File: config.mk
export PLATFORM = sky130hd
export DESIGN_NAME = clock_timebase
export DESIGN_NICKNAME = d
export VERILOG_FILES = /design/src/rtl/clock_pkg.sv /design/src/rtl/clk_tick_gen.sv /design/src/rtl/clock_timebase.sv
export SDC_FILE = /design/constraint.sdc
export NUM_CORES = 1
export LEC_CHECK = 0
export ABC_AREA = 0
export CORE_MARGIN = 2
export CORE_UTILIZATION = 60
export DETAILED_ROUTE_END_ITERATION = 7
export PLACE_DENSITY = 0.85
export SETUP_SLACK_MARGIN = 0.02
export SYNTH_ARGS = -nofsm -noshare
export SYNTH_HDL_FRONTEND = slang
export SYNTH_HIERARCHICAL = 1
export SYNTH_SLANG_ARGS = --single-unit
File: constraint.sdc
create_clock -name clk -period 6.25 [get_ports clk]
set_input_delay 1.25 -clock clk [delete_from_list [all_inputs] [get_ports clk]]
set_output_delay 1.25 -clock clk [all_outputs]
set_load 0.02 [all_outputs]
File: src/rtl/clock_pkg.sv
// Shared constants, set-command encodings and alarm state type for the time-of-day core.
// Optional build macro HOUR12_EN selects 12-hour display format (see hour_to_12).
package clock_pkg;

    localparam logic [6:0] SEC_MAX    = 7'd59;
    localparam logic [6:0] MIN_MAX    = 7'd59;
    localparam logic [6:0] HOUR_MAX   = 7'd23;
    localparam logic [6:0] BLANK_CODE = 7'd60;

    typedef enum logic [1:0] {
        SEL_TIME  = 2'd0,
        SEL_ALARM = 2'd1,
        SEL_ALOFF = 2'd2,
        SEL_RSVD  = 2'd3
    } set_sel_t;

    typedef enum logic {
        A_IDLE = 1'b0,
        A_RING = 1'b1
    } alarm_state_t;

    // Internal hours are always 0..23; this maps them to the 1..12 display form.
    function automatic logic [6:0] hour_to_12(input logic [6:0] h);
        if (h == 7'd0)
            return 7'd12;
        else if (h > 7'd12)
            return h - 7'd12;
        else
            return h;
    endfunction

endpackage

File: src/rtl/clk_tick_gen.sv
// Prescaler: one-cycle tick every CLK_HZ clocks; clr restarts the count so the
// next tick lands a full CLK_HZ cycles later.
module clk_tick_gen #(
    parameter int CLK_HZ = 50000000
) (
    input  logic clk,
    input  logic rst_n,
    input  logic clr,
    output logic tick
);

    localparam int DW = (CLK_HZ > 1) ? $clog2(CLK_HZ) : 1;
    localparam logic [DW-1:0] DIV_LAST = DW'(CLK_HZ - 1);

    logic [DW-1:0] div_q;

    always_ff @(posedge clk or negedge rst_n) begin
        if (!rst_n)
            div_q <= '0;
        else if (clr || div_q == DIV_LAST)
            div_q <= '0;
        else
            div_q <= div_q + 1'b1;
    end

    assign tick = (div_q == DIV_LAST);

endmodule

File: src/rtl/clock_timebase.sv
// Time-of-day core: 1 Hz carry chain 59/59/23, time/alarm loads, and an alarm that
// blanks the seconds display while ringing. Build macro HOUR12_EN adds 12-hour output and pm_o.
module clock_timebase
    import clock_pkg::*;
#(
    parameter int CLK_HZ     = 50000000,
    parameter int ALARM_SECS = 30
) (
    input  logic       clk,
    input  logic       rst_n,
    input  logic       set_valid,
    output logic       set_ready,
    input  logic [1:0] set_sel,
    input  logic [6:0] set_h,
    input  logic [6:0] set_m,
    input  logic [6:0] set_s,
    output logic       set_err,
    input  logic       alarm_ack,
    output logic       tick_1hz,
    output logic       alarm_o,
    output logic [6:0] L,
    output logic [6:0] M,
`ifdef HOUR12_EN
    output logic       pm_o,
`endif
    output logic [6:0] B
);

    localparam logic [5:0] RING_INIT = 6'(ALARM_SECS);

    // Handshake: a load transfers on any rising clk where set_valid && set_ready.
    // set_ready is always 1, so set_valid alone is the request; a transfer whose
    // fields are out of range (or sel is reserved) changes nothing and pulses set_err.
    set_sel_t     sel;
    logic         xfer, fields_ok, accept;
    logic         load_time, load_alarm, alarm_off;
    logic         tick, tick_adv, alarm_hit;
    logic [6:0]   sec_q, min_q, hour_q;
    logic [6:0]   sec_inc, min_inc, hour_inc;
    logic         sec_wrap, min_wrap;
    logic [6:0]   alarm_h_q, alarm_m_q;
    logic         alarm_en_q, set_err_q;
    alarm_state_t state_q, state_d;
    logic [5:0]   ring_cnt_q, ring_cnt_d;

    assign set_ready = 1'b1;
    assign sel       = set_sel_t'(set_sel);
    assign xfer      = set_valid && set_ready;

    always_comb begin
        fields_ok = 1'b0;
        case (sel)
            SEL_TIME:  fields_ok = (set_h <= HOUR_MAX) && (set_m <= MIN_MAX) && (set_s <= SEC_MAX);
            SEL_ALARM: fields_ok = (set_h <= HOUR_MAX) && (set_m <= MIN_MAX);
            SEL_ALOFF: fields_ok = 1'b1;
            default:   fields_ok = 1'b0;
        endcase
    end

    assign accept     = xfer && fields_ok;
    assign load_time  = accept && (sel == SEL_TIME);
    assign load_alarm = accept && (sel == SEL_ALARM);
    assign alarm_off  = accept && (sel == SEL_ALOFF);

    clk_tick_gen #(.CLK_HZ(CLK_HZ)) u_tick (
        .clk   (clk),
        .rst_n (rst_n),
        .clr   (load_time),
        .tick  (tick)
    );

    assign tick_1hz = tick;
    // A time load in the tick cycle wins; the increment is dropped.
    assign tick_adv = tick && !load_time;

    always_comb begin
        sec_wrap = (sec_q == SEC_MAX);
        min_wrap = (min_q == MIN_MAX);
        sec_inc  = sec_wrap ? 7'd0 : sec_q + 7'd1;
        min_inc  = min_q;
        hour_inc = hour_q;
        if (sec_wrap)
            min_inc = min_wrap ? 7'd0 : min_q + 7'd1;
        if (sec_wrap && min_wrap)
            hour_inc = (hour_q == HOUR_MAX) ? 7'd0 : hour_q + 7'd1;
    end

    always_ff @(posedge clk or negedge rst_n) begin
        if (!rst_n) begin
            sec_q  <= '0;
            min_q  <= '0;
            hour_q <= '0;
        end else if (load_time) begin
            sec_q  <= set_s;
            min_q  <= set_m;
            hour_q <= set_h;
        end else if (tick) begin
            sec_q  <= sec_inc;
            min_q  <= min_inc;
            hour_q <= hour_inc;
        end
    end

    always_ff @(posedge clk or negedge rst_n) begin
        if (!rst_n) begin
            alarm_h_q  <= '0;
            alarm_m_q  <= '0;
            alarm_en_q <= 1'b0;
            set_err_q  <= 1'b0;
        end else begin
            set_err_q <= xfer && !fields_ok;
            if (load_alarm) begin
                alarm_h_q  <= set_h;
                alarm_m_q  <= set_m;
                alarm_en_q <= 1'b1;
            end else if (alarm_off) begin
                alarm_en_q <= 1'b0;
            end
        end
    end

    // Only a tick increment onto hh:mm:00 fires the alarm; a load onto it does not.
    assign alarm_hit = alarm_en_q && tick_adv && sec_wrap &&
                       (min_inc == alarm_m_q) && (hour_inc == alarm_h_q);

    always_ff @(posedge clk or negedge rst_n) begin
        if (!rst_n) begin
            state_q    <= A_IDLE;
            ring_cnt_q <= '0;
        end else begin
            state_q    <= state_d;
            ring_cnt_q <= ring_cnt_d;
        end
    end

    always_comb begin
        state_d    = state_q;
        ring_cnt_d = ring_cnt_q;
        case (state_q)
            A_IDLE: begin
                if (alarm_hit) begin
                    state_d    = A_RING;
                    ring_cnt_d = RING_INIT;
                end
            end
            A_RING: begin
                if (alarm_ack || load_time || alarm_off) begin
                    state_d    = A_IDLE;
                    ring_cnt_d = '0;
                end else if (tick) begin
                    ring_cnt_d = ring_cnt_q - 6'd1;
                    if (ring_cnt_q <= 6'd1)
                        state_d = A_IDLE;
                end
            end
            default: begin
                state_d    = A_IDLE;
                ring_cnt_d = '0;
            end
        endcase
    end

    assign alarm_o = (state_q == A_RING);
    assign set_err = set_err_q;
    assign L       = alarm_o ? BLANK_CODE : sec_q;
    assign M       = min_q;

`ifdef HOUR12_EN
    assign B    = hour_to_12(hour_q);
    assign pm_o = (hour_q >= 7'd12);
`else
    assign B    = hour_q;
`endif

endmodule

==> flow_metrics.tcl <==
set metrics [dict create \
    outcome "finished clean" \
    ys_ff_latch 70 \
    final_common_cell "dfrtp_1" \
    routed_wl_um 11000 \
    slowest_stage "clkdlybuf4s50_1" \
    layout_min_cycle_time_ns 3.83 \
    overflow 0 \
    syn_area_per_cell_sq_um 9.17 \
    drive_gt1_frac 0.113 \
    drt_iter0_markers 341 \
    hpwl_um 7600 \
    post_drt_wl_per_cell_um 17.5 \
    yosysSeqAreaShare 0.396 \
    switching_share 0.319 \
    chipHeight_um 89.9 \
    vias_per_cell 6.30 \
    setup_tns_ns 0 \
    final_core_util 0.718 \
    grt_usage 0.283 \
    syn_nets 517 \
    synth_edf_count 0 \
    seqPwrFrac 0.447 \
    nNetsFinal 558 \
    fp.dieW_um 89.9 \
    final_cell_mix "dfrtp_1, clkdlybuf4s50_1, nand2_1" \
    synth_compound_area_frac 0.153 \
    ant_nets 0 \
    ys_async_sr_fraction 1.00 \
    p_leak_nw 2.05 \
    dr.pass1.iters 7 \
    p_switching_w 0.000411 \
    cp_num_buf_inv 2 \
    post_cts_buffers 0 \
    skew_ns 0.00879 \
    start_util 0.614 \
    gp_congestion 0.927 \
    synth_xor_area_frac 0.0653 \
    die-area_sq_um 8080 \
    max_freq_ghz 0.261 \
    cp.arrival_ns 2.58 \
    end_kind "output port" \
    hold_path.class "flop to flop" \
    area_growth_pct 17.0 \
    synth_top_family_by_area "simple AND/OR/NAND/NOR gates" \
    synthSimpleGateAreaFrac 0.261 \
    vdd_drop_max_v 0.000179 \
    synth_cells 483 \
    htree_num_levels 3 \
    antenna_cells 0 \
    synth-main-ff-cell "dfrtp_1" \
    setup_violations 0 \
    drc 0 \
    crit_required_ns 5.00 \
    pin_count 52 \
    yosys_warnings 6 \
    grt_pass1_wl_um 18700 \
    synth_adder_area_share 0.0198 \
    power.density_nw_per_um2 249 \
    cts_buffers 9 \
    crit_chain "ha_1, and4_1, nand4_1, nor3_1, buf_4, clkdlybuf4s50_1" \
    via_count 3956 \
    crit_path_max_fanout 10 \
    finalCritPeriodShare 0.612 \
    max-clock-path-buffers 2 \
    cts.sinks 70 \
    synth_area_sq_um 4430 \
    port_buffers 50 \
    drv_cap 0 \
    pwr-share-clk 0.328 \
    max_stage_delay_ns 0.63 \
    intPower_w 0.000877 \
    cp_top_family "buffers and inverters" \
    cts_root_buffer "clkbuf_8" \
    drv_slew 0 \
    tightest_slew_ns 1.04 \
    antenna_found_initial 0 \
    critPathKind "flop to output port" \
    clk_pin_slew_ns 0.08 \
    cts_resized 0 \
    synth_mux_area_frac 0.0608 \
    netlist-cell-type-count 70 \
    cts_tree "done" \
    grt_pass1_vias 3767 \
    clock_latency_ns 0.35 \
    cts-hold-fix-buffers 0 \
    rsz0062_at_grt "false" \
    critPathLaunchType "flop" \
    slew_headroom 0.304 \
    pwr-share-comb 0.224 \
    coreArea_sq_um 7210 \
    rows 31 \
    hold_violations 0 \
    grt_max_degree 71 \
]
-- sequential cells by signal, indices dropped and copies added (netlist names) --
name,count
alarm_m_q,7
M,7
alarm_h_q,7
B,7
u_tick/div_q,26
set_err,1
ring_cnt_q,6
sec_q,7
alarm_o,1
alarm_en_q,1
-- cell type report --
class                           instances  area (sq um)
Clock buffer                           11           141
Clock inverter                          5          81.3
Inverter                               15          56.3
Sequential cell                        70          1750
Fill cell                             559          2040
Multi-Input combinational cell        373          2490
Tap cell                               99           124
Timing Repair Buffer                   55           533
-- cells in the mapped netlist, drive strengths merged, types with 4 or more instances --
cell type  instances  area share
ha                 7       0.020
mux2              15       0.038
nand2             43       0.036
nor2              34       0.031
nor4               5       0.010
a32oi              5      0.0099
a21oi             26       0.029
or3               12       0.018
and3               8       0.012
nand3             24       0.027
and2               6      0.0088
o31ai              7       0.015
a31oi              4      0.0057
or2                5      0.0071
and4               6       0.012
nand4             14       0.025
nor2b              6      0.0085
mux2i             10       0.023
xnor2             16       0.032
nor3              15       0.017
dfrtp             70        0.40
clkbuf            11      0.0093
o21ai             36       0.041
buf               14       0.021
or4                9       0.017
inv               15       0.013
xor2              17       0.034
-- path summary, 6_finish.rpt --
path / from / to / slack, ns / depth (start not counted)
max: u_tick/div_q[0] / tick_1hz / 2.42 / 6
min: alarm_m_q[6] / alarm_m_q[6] / 0.53 / 1
max reg2reg: u_tick/div_q[0] / ring_cnt_q[0] / 2.51 / 12
min reg2reg: alarm_m_q[6] / alarm_m_q[6] / 0.53 / 1
max in group asynchronous: rst_n / sec_q[2] / 4.56 / 2
min in group asynchronous: rst_n / M[3] / 1.08 / 2
-- power by group through the flow --
| stage | clock [W] | sequential, W | combinational [W] |
|---|---|---|---|
| floorplan | 0 | 0.000570 | 0.000193 |
| global placement | 0 | 0.000579 | 0.000276 |
| detailed placement | 0 | 0.000582 | 0.000284 |
| CTS | 0.000423 | 0.000574 | 0.000287 |
| global route | 0.000448 | 0.000586 | 0.000320 |
| finish | 0.000423 | 0.000576 | 0.000289 |
-- logic make-up after synthesis --
logic type               count (synthesis)
adder cells (fa/ha/maj)                  7
buffers and inverters                   40
XOR/XNOR                                33
AND/OR/NAND/NOR                        201
AO/OA/AOI/OAI                          106
flip-flops                              70
multiplexers                            25
other                                    1
-- stage by stage --
| step | std cells | hold slack (ns) | total power (W) | setup slack, ns | instance area, sq um |
|---|---|---|---|---|---|
| floorplan | 483 | 0.461 | 0.000763 | 2.63 | 4430 |
| global placement | 612 | 0.492 | 0.000855 | 2.50 | 4960 |
| detailed placement | 612 | 0.511 | 0.000867 | 2.46 | 4960 |
| CTS | 628 | 0.523 | 0.00128 | 2.46 | 5180 |
| global route | 628 | 0.550 | 0.00135 | 2.31 | 5180 |
| finish | 628 | 0.529 | 0.00129 | 2.42 | 5180 |
-- routing by layer --
metal / global-route usage / part of all wire / vias to the layer above
li1: - / - / 1844
met1: 0.384 / 0.44 / 1916
met2: 0.457 / 0.47 / 172
met3: 0.0453 / 0.057 / 24
met4: 0.117 / 0.026 / 0
met5: 0 / 0 / -
Power figures use the tool's default switching activity.
